`config.mk`:
```
export PLATFORM = sky130hd
export DESIGN_NAME = exe_mem_skid_reg
export DESIGN_NICKNAME = d
export VERILOG_FILES = /design/src/rtl/exe_mem_skid_reg_pkg.sv /design/src/rtl/exe_mem_skid_reg_slot.sv /design/src/rtl/exe_mem_skid_reg.sv
export SDC_FILE = /design/constraint.sdc
export NUM_CORES = 1
export LEC_CHECK = 0
export BUFFER_PORTS_ARGS = -buffer_cell sky130_fd_sc_hd__buf_2
export CAP_MARGIN = 0
export CORE_MARGIN = 5
export CORE_UTILIZATION = 35
export CTS_CLUSTER_DIAMETER = 30
export DETAILED_ROUTE_END_ITERATION = 8
export SYNTH_ARGS = -nofsm -noshare
export SYNTH_HDL_FRONTEND = slang
export SYNTH_SLANG_ARGS = --single-unit
```
`constraint.sdc`:
```
create_clock -name clock -period 3.82 [get_ports clock]
set_input_delay 0.764 -clock clock [delete_from_list [all_inputs] [get_ports clock]]
set_output_delay 0.764 -clock clock [all_outputs]
set_load 0.02 [all_outputs]
```
`src/rtl/exe_mem_skid_reg_pkg.sv`:
```
// Shared types for the EXE/MEM skid register: control word layout, default
// payload layout, handshake state encoding and a payload width helper.
package exe_mem_skid_reg_pkg;

    localparam int DEF_DATA_W = 32;
    localparam int DEF_CTRL_W = 16;
    localparam int DEF_REG_W  = 5;
    localparam int DEF_FUNC_W = 6;
    localparam int DEF_CNT_W  = 16;

    // Packed control word produced by the decoder, 16 bits total.
    typedef struct packed {
        logic       reg_write;
        logic       mem_write;
        logic       mem_read;
        logic       mem_to_reg;
        logic       branch;
        logic       branch_ne;
        logic       jump;
        logic       jump_reg;
        logic       link;
        logic       alu_src;
        logic       reg_dst;
        logic [4:0] alu_op;
    } ControlSignal;

    // Default-width payload; parametrised instances rebuild the same field order.
    typedef struct packed {
        ControlSignal            cs;
        logic                    zero_flag;
        logic [DEF_DATA_W-1:0]   alu_res;
        logic [DEF_DATA_W-1:0]   data_to_mem;
        logic [DEF_REG_W-1:0]    write_reg;
        logic [DEF_DATA_W-1:0]   pc_plus4;
        logic [DEF_FUNC_W-1:0]   func;
    } exe_mem_payload_t;

    typedef enum logic [1:0] {
        EMPTY = 2'd0,
        ONE   = 2'd1,
        FULL  = 2'd2
    } skid_state_e;

    function automatic int payload_width(input int data_w, input int ctrl_w,
                                         input int reg_w, input int func_w);
        return ctrl_w + 1 + 3 * data_w + reg_w + func_w;
    endfunction

endpackage

```
`src/rtl/exe_mem_skid_reg_slot.sv`:
```
// One payload slot: a register with a valid bit; clear beats load so a squash
// always wins over a simultaneous refill.
module pipe_payload_slot #(
    parameter int W = 8
) (
    input  logic         clk,
    input  logic         srst,
    input  logic         load_i,
    input  logic         clear_i,
    input  logic [W-1:0] d_i,
    output logic [W-1:0] q_o,
    output logic         valid_o
);

    logic [W-1:0] payload_q;
    logic         valid_q;

    // Pipeline stages update on the falling edge of the stage clock.
    always_ff @(negedge clk) begin
        if (srst) begin
            payload_q <= '0;
            valid_q   <= 1'b0;
        end else if (clear_i) begin
            valid_q   <= 1'b0;
        end else if (load_i) begin
            payload_q <= d_i;
            valid_q   <= 1'b1;
        end
    end

    assign q_o     = payload_q;
    assign valid_o = valid_q;

endmodule

```
`src/rtl/exe_mem_skid_reg.sv`:
```
// EXE/MEM pipeline register with valid/ready handshake, a two-entry skid buffer,
// synchronous flush and a saturating backpressure counter.
module exe_mem_skid_reg
    import exe_mem_skid_reg_pkg::*;
#(
    parameter int DATA_W    = DEF_DATA_W,
    parameter int CTRL_W    = DEF_CTRL_W,
    parameter int REG_W     = DEF_REG_W,
    parameter int FUNC_W    = DEF_FUNC_W,
    parameter int CNT_W     = DEF_CNT_W,
    parameter bit KILL_CTRL = 1'b1
) (
    input  logic              clock,
    input  logic              reset,
    input  logic              flush,
    input  logic              in_valid,
    output logic              in_ready,
    input  logic [CTRL_W-1:0] in_cs,
    input  logic              in_zero_flag,
    input  logic [DATA_W-1:0] in_alu_res,
    input  logic [DATA_W-1:0] in_data_to_mem,
    input  logic [REG_W-1:0]  in_write_reg,
    input  logic [DATA_W-1:0] in_pc_plus4,
    input  logic [FUNC_W-1:0] in_func,
    output logic              out_valid,
    input  logic              out_ready,
    output logic [CTRL_W-1:0] out_cs,
    output logic              out_zero_flag,
    output logic [DATA_W-1:0] out_alu_res,
    output logic [DATA_W-1:0] out_data_to_mem,
    output logic [REG_W-1:0]  out_write_reg,
    output logic [DATA_W-1:0] out_pc_plus4,
    output logic [FUNC_W-1:0] out_func,
    output logic [CNT_W-1:0]  stall_count
);

    typedef struct packed {
        logic [CTRL_W-1:0] cs;
        logic              zero_flag;
        logic [DATA_W-1:0] alu_res;
        logic [DATA_W-1:0] data_to_mem;
        logic [REG_W-1:0]  write_reg;
        logic [DATA_W-1:0] pc_plus4;
        logic [FUNC_W-1:0] func;
    } payload_t;

    localparam int PAYLOAD_W = payload_width(DATA_W, CTRL_W, REG_W, FUNC_W);
    localparam int MAIN = 0;
    localparam int SKID = 1;

    payload_t            in_payload;
    payload_t            main_q;
    logic [PAYLOAD_W-1:0] slot_d     [2];
    logic [PAYLOAD_W-1:0] slot_q     [2];
    logic                 slot_load  [2];
    logic                 slot_clear [2];
    logic                 slot_valid [2];

    skid_state_e          state_q, state_d;
    logic [CNT_W-1:0]     stall_q, stall_d;
    logic                 accept, issue, main_from_skid;

    assign in_payload = '{cs: in_cs, zero_flag: in_zero_flag, alu_res: in_alu_res,
                          data_to_mem: in_data_to_mem, write_reg: in_write_reg,
                          pc_plus4: in_pc_plus4, func: in_func};

    generate
        for (genvar gi = 0; gi < 2; gi++) begin : g_slot
            pipe_payload_slot #(
                .W (PAYLOAD_W)
            ) u_slot (
                .clk     (clock),
                .srst    (reset),
                .load_i  (slot_load[gi]),
                .clear_i (slot_clear[gi]),
                .d_i     (slot_d[gi]),
                .q_o     (slot_q[gi]),
                .valid_o (slot_valid[gi])
            );
        end
    endgenerate

    assign slot_d[MAIN] = main_from_skid ? slot_q[SKID] : in_payload;
    assign slot_d[SKID] = in_payload;
    assign main_q       = slot_q[MAIN];

    // in_ready comes straight from the skid valid flop, never from out_ready.
    assign in_ready  = !slot_valid[SKID];
    assign out_valid = slot_valid[MAIN];
    assign accept    = in_valid && in_ready;
    assign issue     = out_valid && out_ready;

    always_comb begin
        state_d          = state_q;
        slot_load[MAIN]  = 1'b0;
        slot_load[SKID]  = 1'b0;
        slot_clear[MAIN] = 1'b0;
        slot_clear[SKID] = 1'b0;
        main_from_skid   = 1'b0;
        if (flush) begin
            state_d          = EMPTY;
            slot_clear[MAIN] = 1'b1;
            slot_clear[SKID] = 1'b1;
        end else begin
            case (state_q)
                EMPTY: begin
                    if (accept) begin
                        slot_load[MAIN] = 1'b1;
                        state_d         = ONE;
                    end
                end
                ONE: begin
                    if (accept && issue) begin
                        slot_load[MAIN] = 1'b1;
                    end else if (accept && !out_ready) begin
                        slot_load[SKID] = 1'b1;
                        state_d         = FULL;
                    end else if (issue) begin
                        slot_clear[MAIN] = 1'b1;
                        state_d          = EMPTY;
                    end
                end
                FULL: begin
                    if (issue) begin
                        slot_load[MAIN]  = 1'b1;
                        main_from_skid   = 1'b1;
                        slot_clear[SKID] = 1'b1;
                        state_d          = ONE;
                    end
                end
                default: begin
                    state_d          = EMPTY;
                    slot_clear[MAIN] = 1'b1;
                    slot_clear[SKID] = 1'b1;
                end
            endcase
        end
    end

    // A squash cycle is not counted as backpressure.
    always_comb begin
        stall_d = stall_q;
        if (out_valid && !out_ready && !flush && (stall_q != {CNT_W{1'b1}})) begin
            stall_d = stall_q + 1'b1;
        end
    end

    always_ff @(negedge clock) begin
        if (reset) begin
            state_q <= EMPTY;
            stall_q <= '0;
        end else begin
            state_q <= state_d;
            stall_q <= stall_d;
        end
    end

    assign out_cs          = (KILL_CTRL && !out_valid) ? '0 : main_q.cs;
    assign out_zero_flag   = main_q.zero_flag;
    assign out_alu_res     = main_q.alu_res;
    assign out_data_to_mem = main_q.data_to_mem;
    assign out_write_reg   = main_q.write_reg;
    assign out_pc_plus4    = main_q.pc_plus4;
    assign out_func        = main_q.func;
    assign stall_count     = stall_q;

endmodule

```
==> results of run 1 <==
## worst paths after layout
path / end / slack (ns) / depth (start not counted) / startpoint
worst max-delay path: out_cs[9] / -0.22 / 3 / g_slot[0].u_slot.valid_o
worst min-delay path: g_slot[1].u_slot.q_o[120] / 0.45 / 2 / g_slot[1].u_slot.q_o[120]
worst max register to register: stall_count[11] / 1.58 / 8 / g_slot[0].u_slot.valid_o
worst min register to register: g_slot[1].u_slot.q_o[120] / 0.45 / 2 / g_slot[1].u_slot.q_o[120]
## registers in the layout, summed over array words and instances, names as in the netlist
| register | flops |
|---|---|
| g_slot.u_slot.q_o | 248 |
| stall_count | 16 |
| g_slot.u_slot.valid_o | 2 |
| state_q | 2 |
## power by group through the flow
stage / clock network, µW / logic [µW] / registers (µW)
detailed placement: 425 / 654 / 3020
global placement: 425 / 643 / 3020
CTS: 6680 / 680 / 2980
finish: 6460 / 706 / 2990
floorplan: 425 / 504 / 3000
global route: 7070 / 769 / 3000
## worst reg2reg max path, cell delays in order, from the launching register on
cell	delay, ns
dfxtp_4	0.37
buf_6	0.13
buf_6	0.10
buf_4	0.12
or3b_4	0.37
buf_4	0.16
or4_1	0.46
or3_1	0.31
a21oi_1	0.14
## area by class of cell
type                    count  area, µm²
clock buffers              61       1530
clock inverters           320       1610
fillers                  2979      15600
inverters                   6       22.5
multi-input cells         870       5130
flip-flops and latches    268       5450
well taps                 442        553
repair buffers            345       2720
## logic make-up after synthesis
family / count (synthesis) / synth area share (%)
adders and majority gates: 1 / 0.108
AOI/OAI and AO/OA: 282 / 15.1
muxes: 132 / 11.4
buffers and inverters: 220 / 10.8
DFF: 268 / 46.2
and+or+nand+nor: 455 / 16.3
## cell usage after synthesis, drive strengths merged
cell type  instances
dfxtp            268
nand2            257
a21oi            140
nor2             135
buf              129
mux2i            126
a211oi           124
clkbuf            84
and2              16
nand4             10
inv                7
nor2b              7
o21ai              7
mux2               6
or4                6
o31ai              4
or3                4
and3               3
nand3              3
nor4               3
a31oi              2
nand2b             2
nor3               2
or2                2
a21boi             1
a21o               1
and4               1
and4bb             1
ha                 1
nand4b             1
nor3b              1
o311ai             1
o32ai              1
o41ai              1
or3b               1
## per-stage QoR
step	total power (µW)	cells
final	10200	2312
after CTS	10300	2307
after detailed placement	4100	1923
after global placement	4090	1923
after floorplan	3930	1358
after global routing	10800	2312
## timing repair
item                                    CTS  global route
gates resized for setup                 134           108
pin swaps                                 0             1
endpoints found under the setup margin   55            94
gates cloned                              1             0
setup buffers                             3             5
## per-layer routing
metal  up-vias  track usage [%]  share of wire [%]
met5         -                0               0.10
met4         6             8.94                2.4
met3        70             8.87                8.3
met2       307             26.1                 47
met1      5054             18.6                 42
li1       5512                -                  -
==> results.cfg, run 1 <==
[status]
status = finished, violations left
violations = negative setup slack

[timing]
slew_violations = 0
hold_viol_final = 0
setup_violations = 17
finClkSkew_ns = 0.0318
finalWorstSetupSlack_ns = -0.218
tightest_slew_ns = 0.781
setup_tns_ns = -3.40
maxSlewHeadroom_pct = 47.5
rsz0062_at_grt = true
fin_hold_ws_ns = 0.448

[detailed_routing]
first_pass_iters = 5
dr_total_vias = 10949
drc = 0
viasPerCell = 4.74
antenna_left = 0
wire_per_inst_um = 14.1
drtIter0Drc = 451
wl_um = 32500

[logic_synthesis]
syn_area_mm2 = 0.0116
synth_top_area_share_pct = 46.2
yosysTopAreaCell = dfxtp_1
yosysWarnings = 0
synth_nets = 1488
synth_seq_cells = 268
seq_area_frac_synth_pct = 46.2
syn_avg_cell_area_um2 = 8.55
synthDistinctLibCells = 40
synth.area.top_cells = dfxtp_1 46%, mux2i_1 11%, nand2_1 8.3%
synth_cells = 1358

[clock_network]
cts_root_buf = clkbuf_16
clock_latency_ns = 0.62
cts.sinks = 268
cts_buffers = 61
ctsHtreeMaxLevel = 2
cts_tree = built
cts_hold_buf = 0
clockBufferDepth = 3
clkTransAtPathRegs_ns = 0.03

[global_routing]
grt_use_total_pct = 16.8
grt_pass1_vias = 11369
grt_pass1_wl_um = 51500
grt_max_degree = 64
antenna_found_initial = 3
grt_remaining_overflow = 0

[placed_design]
placed_cell_area_mm2 = 0.0132
port_buffers = 270
dp_worst_setup_slack_ns = -0.543
gp_congestion = 0.811
dp_hpwl_um = 20300

[final_layout]
final_common_cell = inv_1
final_core_util_pct = 52.2
fin_nets = 1950
drive_gt1_share_pct = 29.1
syn_to_final_growth_pct = 46.6
insertedDiodeCount = 0
layout_common_cells = 276 x inv_1, 257 x nand2_1, 223 x dfxtp_1
final_area_mm2 = 0.0170

[die]
die-width_um = 192
initial_core_util_pct = 35.6
io_pins = 271
chipHeight_um = 192
die_area_mm2 = 0.0369
fp-row-count = 66
core-area_mm2 = 0.0326

[pwr]
powerDensity_mw_per_mm2 = 597
internal_power_uw = 7230
combPwrFrac_pct = 7.0
leakage_uw = 0.00750
pwr-share-seq_pct = 29.4
swShare_pct = 28.8
worst_ir_drop_vdd_v = 0.000442
p_switching_uw = 2920
power_frac_clock_pct = 63.6

[setup_path]
end_kind = output pin
slowest_delay_ns = 0.37
path_cells = buf_8 > and2_4 > buf_6
worst-setup-path-type = flop to output pin
worst_setup_path_start_kind = flop
cp.required_ns = 3.06
cp.buffers_inverters = 2
cp_max_fo = 8
cp_top_family = flip-flops
cp.arrival_ns = 3.27
critPathSlowestCell = dfxtp_4

[worst_hold_path]
min_path_type = flop to flop

[flow_run]
cap_violations = 0
Power figures use the tool's default switching activity.
==> run 2: changes to the inputs <==
--- a/config.mk
+++ b/config.mk
@@ -13,2 +13,3 @@
 export DETAILED_ROUTE_END_ITERATION = 8
+export SKIP_LAST_GASP = 1
 export SYNTH_ARGS = -nofsm -noshare
==> constraint.sdc (replaced) <==
create_clock -name clock -period 3.82 [get_ports clock]
set_input_delay 0.191 -clock clock [delete_from_list [all_inputs] [get_ports clock]]
set_output_delay 0.191 -clock clock [all_outputs]
set_load 0.02 [all_outputs]
==> run 2 against run 1 <==
  * The flow now finishes without violations
  * Final cell count shrank 0.56%
  * Cell area shrank 2.6%
  * Core utilization shrank 1.4 points
  * Combinational power shrank 11%
  * Register-to-register slack lost 0.12 ns
  * First-iteration DRC count shrank 2.4%
  * Clock power grew 18%
  * Clock-buffer cell count grew 12
  * Worst hold slack is essentially flat
  * Non-clock buffer count shrank 28
  * Sequential power is essentially flat
  * Global-route usage grew 0.080 points
==> results.cfg, run 2 (same netlist as run 1, synthesis figures left out) <==
[final_layout]
multi_input_area_mm2 = 0.00502
largest_reg_flops = 248
syn_to_final_growth_pct = 42.7
final_common_cell = inv_1
drive_gt1_share_pct = 24.1
fillers = 3040
seqCellArea_mm2 = 0.00537
final_cells = 2299
layout_common_cells = 286 x inv_1, 269 x buf_2, 268 x dfxtp_1
fin_nets = 1932
final_area_mm2 = 0.0166
insertedDiodeCount = 0

[setup_path]
r2r_cells = 6
r2r-end = stall_count[14]
cp_top_family = buffers and inverters
cp_max_fo = 20
cp-endpoint = out_cs[5]
worst_setup_path_start_kind = flop
worst-setup-path-type = flop to output pin
cp.arrival_ns = 3.48
cp.buffers_inverters = 2
cp.required_ns = 3.63
path_cells = buf_4 > and2_1 > buf_2
slowest_delay_ns = 0.35
end_kind = output pin
reg2reg_setup_slack_ns = 1.46
crit_start = g_slot[0].u_slot.valid_o
critPathSlowestCell = dfxtp_1
cp.depth = 3
r2r_start = g_slot[0].u_slot.valid_o

[detailed_routing]
dr_total_vias = 10860
viasPerCell = 4.72
drtIter0Drc = 440
drc = 0
wire_per_inst_um = 13.9
antenna_left = 0
wl_um = 31900
first_pass_iters = 5

[timing]
finClkSkew_ns = 0.0200
setup_tns_ns = 0
tightest_slew_ns = 0.844
slew_violations = 0
setup_violations = 0
maxSlewHeadroom_pct = 43.2
rsz0062_at_grt = false
hold_viol_final = 0

[clock_network]
cts_root_buf = clkbuf_16
clkTransAtPathRegs_ns = 0.03
cts.sinks = 268
clockBufferDepth = 3
cts_hold_buf = 0
postCtsSetupBuffers = 0
cts_buffers = 71
ctsHtreeMaxLevel = 3
clock_latency_ns = 0.58
cts_tree = built
ctsResizeCount = 0

[die]
chipHeight_um = 192
fp-row-count = 66
die_area_mm2 = 0.0369
io_pins = 271
initial_core_util_pct = 35.6
core-area_mm2 = 0.0326
die-width_um = 192

[status]
status = finished clean

[global_routing]
grt_use_total_pct = 16.9
grt_remaining_overflow = 0
grt_max_degree = 74
grt_pass1_vias = 11601
antenna_found_initial = 3
grt_pass1_wl_um = 51700

[placed_design]
placed_cell_area_mm2 = 0.0130
dp_hpwl_um = 19800
port_buffers = 270
gp_congestion = 0.816
place_inst = 1904

[pwr]
powerDensity_mw_per_mm2 = 677
leakage_uw = 0.00750
power_uw = 11200
worst_ir_drop_vdd_v = 0.000433

[worst_hold_path]
min_path_type = flop to flop

[flow_run]
cap_violations = 0
run 2: changes by cell type in the layout (fill, tap and decap cells not counted), sizes merged:
cell / previous run / this run
clkinv: 9 / 7
buf: 343 / 316
bufinv: 10 / 19
clkbuf: 63 / 74
clkinvlp: 11 / 7
run 2: how the worst min path moves through the flow:
stage,startpoint,to,cells past startpoint
finish,g_slot[1].u_slot.q_o[24],g_slot[1].u_slot.q_o[24],2
global route,g_slot[1].u_slot.q_o[55],g_slot[1].u_slot.q_o[55],2
CTS,g_slot[1].u_slot.q_o[119],g_slot[1].u_slot.q_o[119],2
detailed placement,g_slot[1].u_slot.q_o[25],g_slot[1].u_slot.q_o[25],2
global placement,g_slot[1].u_slot.q_o[108],g_slot[1].u_slot.q_o[108],2
floorplan,g_slot[1].u_slot.q_o[0],g_slot[1].u_slot.q_o[0],2
run 2: stage by stage:
stage	worst slack (ns)	util [%]	hold slack (ns)
final	0.150	50.8	0.448
after global placement	0.0434	39.7	0.441
after floorplan	0.00382	-	0.436
after detailed placement	0.0254	39.7	0.446
after CTS	0.0575	50.8	0.450
after global routing	0.0545	50.8	0.464
run 2: layout make-up:
class                           count  share of cell area, %
Sequential cell                   268                   32.4
Multi-Input combinational cell    870                   30.3
Tap cell                          442                   3.34
Clock inverter                    323                   10.9
Timing Repair Buffer              317                   12.0
Inverter                            6                  0.136
Clock buffer                       73                   11.0
run 2: worst register-to-register path, cell delays in order, from the launching register on:
cell     delay [ns]
dfxtp_1        0.35
buf_4          0.27
buf_4          0.19
or3b_4         0.38
or4_1          0.46
or4_1          0.50
a21oi_1        0.15
run 2: metal layers:
metal	share of wire, %	GRT usage, %
met5	0.11	0
met4	1.7	9.54
met3	10	10.3
met2	46	25.7
met1	42	18.0
run 2: power by group:
group	switching, µW	internal (µW)	total [µW]
registers	56.3	2930	2990
clock network	2470	5120	7600
logic	388	244	631
total	2920	8300	11200
==> run 3: changes to the inputs <==
SYNTH_HIERARCHICAL = 1   (was default)
==> run 3 against run 2 <==
  * Sequential cell count stayed put
  * First-iteration DRC count increased by 87%
  * Global-route usage is 1.9 points higher
  * Synthesized cell count grew 4.7%
  * Cell area increased by 22%
  * Largest cell class is now multi-input combinational cells
  * Critical path depth stayed put
  * Setup slack better by 0.012 ns
  * Worst hold slack improved by 0.015 ns
==> results.cfg, run 3 <==
[placed_design]
gp_congestion = 0.802
dp_hpwl_um = 27400
place_inst = 2139
port_buffers = 270
dp_worst_setup_slack_ns = 0.0523

[logic_synthesis]
synth_top_area_share_pct = 36.9
yosysWarnings = 6
syn_avg_cell_area_um2 = 10.2
synth_top_family_by_area = simple AND/OR/NAND/NOR gates
syn_area_mm2 = 0.0145
seq_area_frac_synth_pct = 36.9
synth-adder-area-share_pct = 0.0860
synthXorXnorAreaFrac_pct = 0.0602
synth.area.top_cells = dfxtp_1 37%, nand4bb_1 19%, nand2b_1 11%
synth_commonest_cells = 268 x dfxtp_1, 252 x nand2b_1, 248 x nand4bb_1, 126 x mux2_2, 120 x o21ai_2
synthDistinctLibCells = 49
ys_async_sr_fraction_pct = 0
synth_edf_count = 0
synth_cells = 1422
synth_nets = 1552
yosys.area_share.simple_pct = 33.6
synth-compound-area-share_pct = 13.0
muxShareOfSynthArea_pct = 9.90
yosysTopAreaCell = dfxtp_1
synth_most_common_cell = dfxtp_1
synth_seq_cells = 268
ys.flop_type = dfxtp_1

[final_layout]
final_common_cell = inv_1
multi_input_area_mm2 = 0.00828
seqCellArea_mm2 = 0.00537
layout_common_cells = 282 x inv_1, 269 x buf_2, 267 x dfxtp_1
largest_reg_flops = 248
fin_nets = 2078
syn_to_final_growth_pct = 38.8
final_cells = 2542
drive_gt1_share_pct = 36.2
final_core_util_pct = 49.2
fillers = 3793

[die]
initial_core_util_pct = 35.5
core-area_mm2 = 0.0410
chipHeight_um = 214
io_pins = 271
fp-row-count = 74
die-width_um = 214
die_area_mm2 = 0.0457

[setup_path]
cp.arrival_ns = 3.47
cp-endpoint = out_cs[5]
end_kind = output pin
cp_max_fo = 15
crit_start = g_slot[0].u_slot/valid_o
cp.required_ns = 3.63
worst-setup-path-type = flop to output pin
worst_setup_path_start_kind = flop
r2r_cells = 8
reg2reg_setup_slack_ns = 1.77
r2r-end = g_slot[0].u_slot/q_o[117]
r2r_start = g_slot[0].u_slot/valid_o

[clock_network]
clkTransAtPathRegs_ns = 0.03
clockBufferDepth = 3
cts.sinks = 268
clock_latency_ns = 0.61
ctsHtreeMaxLevel = 3
cts_root_buf = clkbuf_16
ctsResizeCount = 1
cts_tree = built
cts_hold_buf = 0
cts_buffers = 74
postCtsSetupBuffers = 0

[global_routing]
grt_use_total_pct = 18.8
grt_pass1_vias = 14182
grt_max_degree = 98
antenna_found_initial = 1
grt_remaining_overflow = 0
grt_pass1_wl_um = 70400

[detailed_routing]
drc = 0
drtIter0Drc = 821
antenna_left = 0
first_pass_iters = 5
viasPerCell = 5.07
dr_total_vias = 12877
wl_um = 44600
wire_per_inst_um = 17.5

[pwr]
leakage_uw = 0.00873
swShare_pct = 27.7
powerDensity_mw_per_mm2 = 547
pwr-share-seq_pct = 26.3
p_switching_uw = 3060
power_frac_clock_pct = 67.5
combPwrFrac_pct = 6.2
worst_ir_drop_vdd_v = 0.000353
internal_power_uw = 7990

[timing]
maxSlewHeadroom_pct = 67.3
setup_violations = 0
setup_tns_ns = 0
finalWorstSetupSlack_ns = 0.162
tightest_slew_ns = 0.486
slew_violations = 0
hold_viol_final = 0
rsz0062_at_grt = false
finClkSkew_ns = 0.0213
fin_hold_ws_ns = 0.463

[worst_hold_path]
min_path_type = flop to flop

[flow_run]
cap_violations = 0

[status]
status = finished clean
[run 3: layer usage]
layer	GRT usage, %	wire length (µm)
met4	9.74	791
met1	22.6	20000
met5	0	0
met3	6.29	2310
met2	29.8	21500
[run 3: cells by family (layout without fill, tap and decap cells)]
logic type	count (synthesis)	count (layout)
DFF	268	268
and+or+nand+nor	585	585
buffers and inverters	162	748
adders and majority gates	1	1
other	0	2
AOI/OAI and AO/OA	277	277
xor gates and xnor gates	1	1
muxes	128	128
[run 3: cell type report]
| type | count | area share [%] |
|---|---|---|
| clock inverters | 327 | 8.09 |
| clock buffers | 77 | 9.54 |
| inverters | 2 | 0.0372 |
| multi-input cells | 992 | 41.0 |
| well taps | 532 | 3.30 |
| flip-flops and latches | 268 | 26.6 |
| diodes | 2 | 0.0248 |
| repair buffers | 342 | 11.5 |
[run 3: worst min path at each step]
stage                                          end                     start  cells past startpoint  slack, ns
after floorplan           g_slot[1].u_slot/q_o[17]  g_slot[1].u_slot/q_o[17]                      2       0.44
after CTS                 g_slot[1].u_slot/q_o[26]  g_slot[1].u_slot/q_o[26]                      2       0.46
final                     g_slot[1].u_slot/q_o[18]  g_slot[1].u_slot/q_o[18]                      2       0.46
after global placement    g_slot[1].u_slot/q_o[23]  g_slot[1].u_slot/q_o[23]                      2       0.45
after global routing      g_slot[1].u_slot/q_o[26]  g_slot[1].u_slot/q_o[26]                      2       0.48
after detailed placement  g_slot[1].u_slot/q_o[26]  g_slot[1].u_slot/q_o[26]                      2       0.46
[run 3: worst max-delay path, stage by stage (launching register included)]
cell	delay (ns)
dfxtp_2	0.48
buf_4	0.19
and2_1	0.13
buf_2	0.16
[run 3: power groups by stage]
stage	combinational, µW	clock [µW]	sequential (µW)
final	684	7450	2910
after global routing	733	8080	2910
after floorplan	384	429	2980
after global placement	678	429	2940
after CTS	688	7670	2910
after detailed placement	685	429	2940
[run 3: per-stage QoR]
stage	instance area (µm²)	total power, µW
floorplan	14500	3800
global placement	16600	4050
detailed placement	16600	4060
CTS	20200	11300
global route	20200	11700
finish	20200	11000
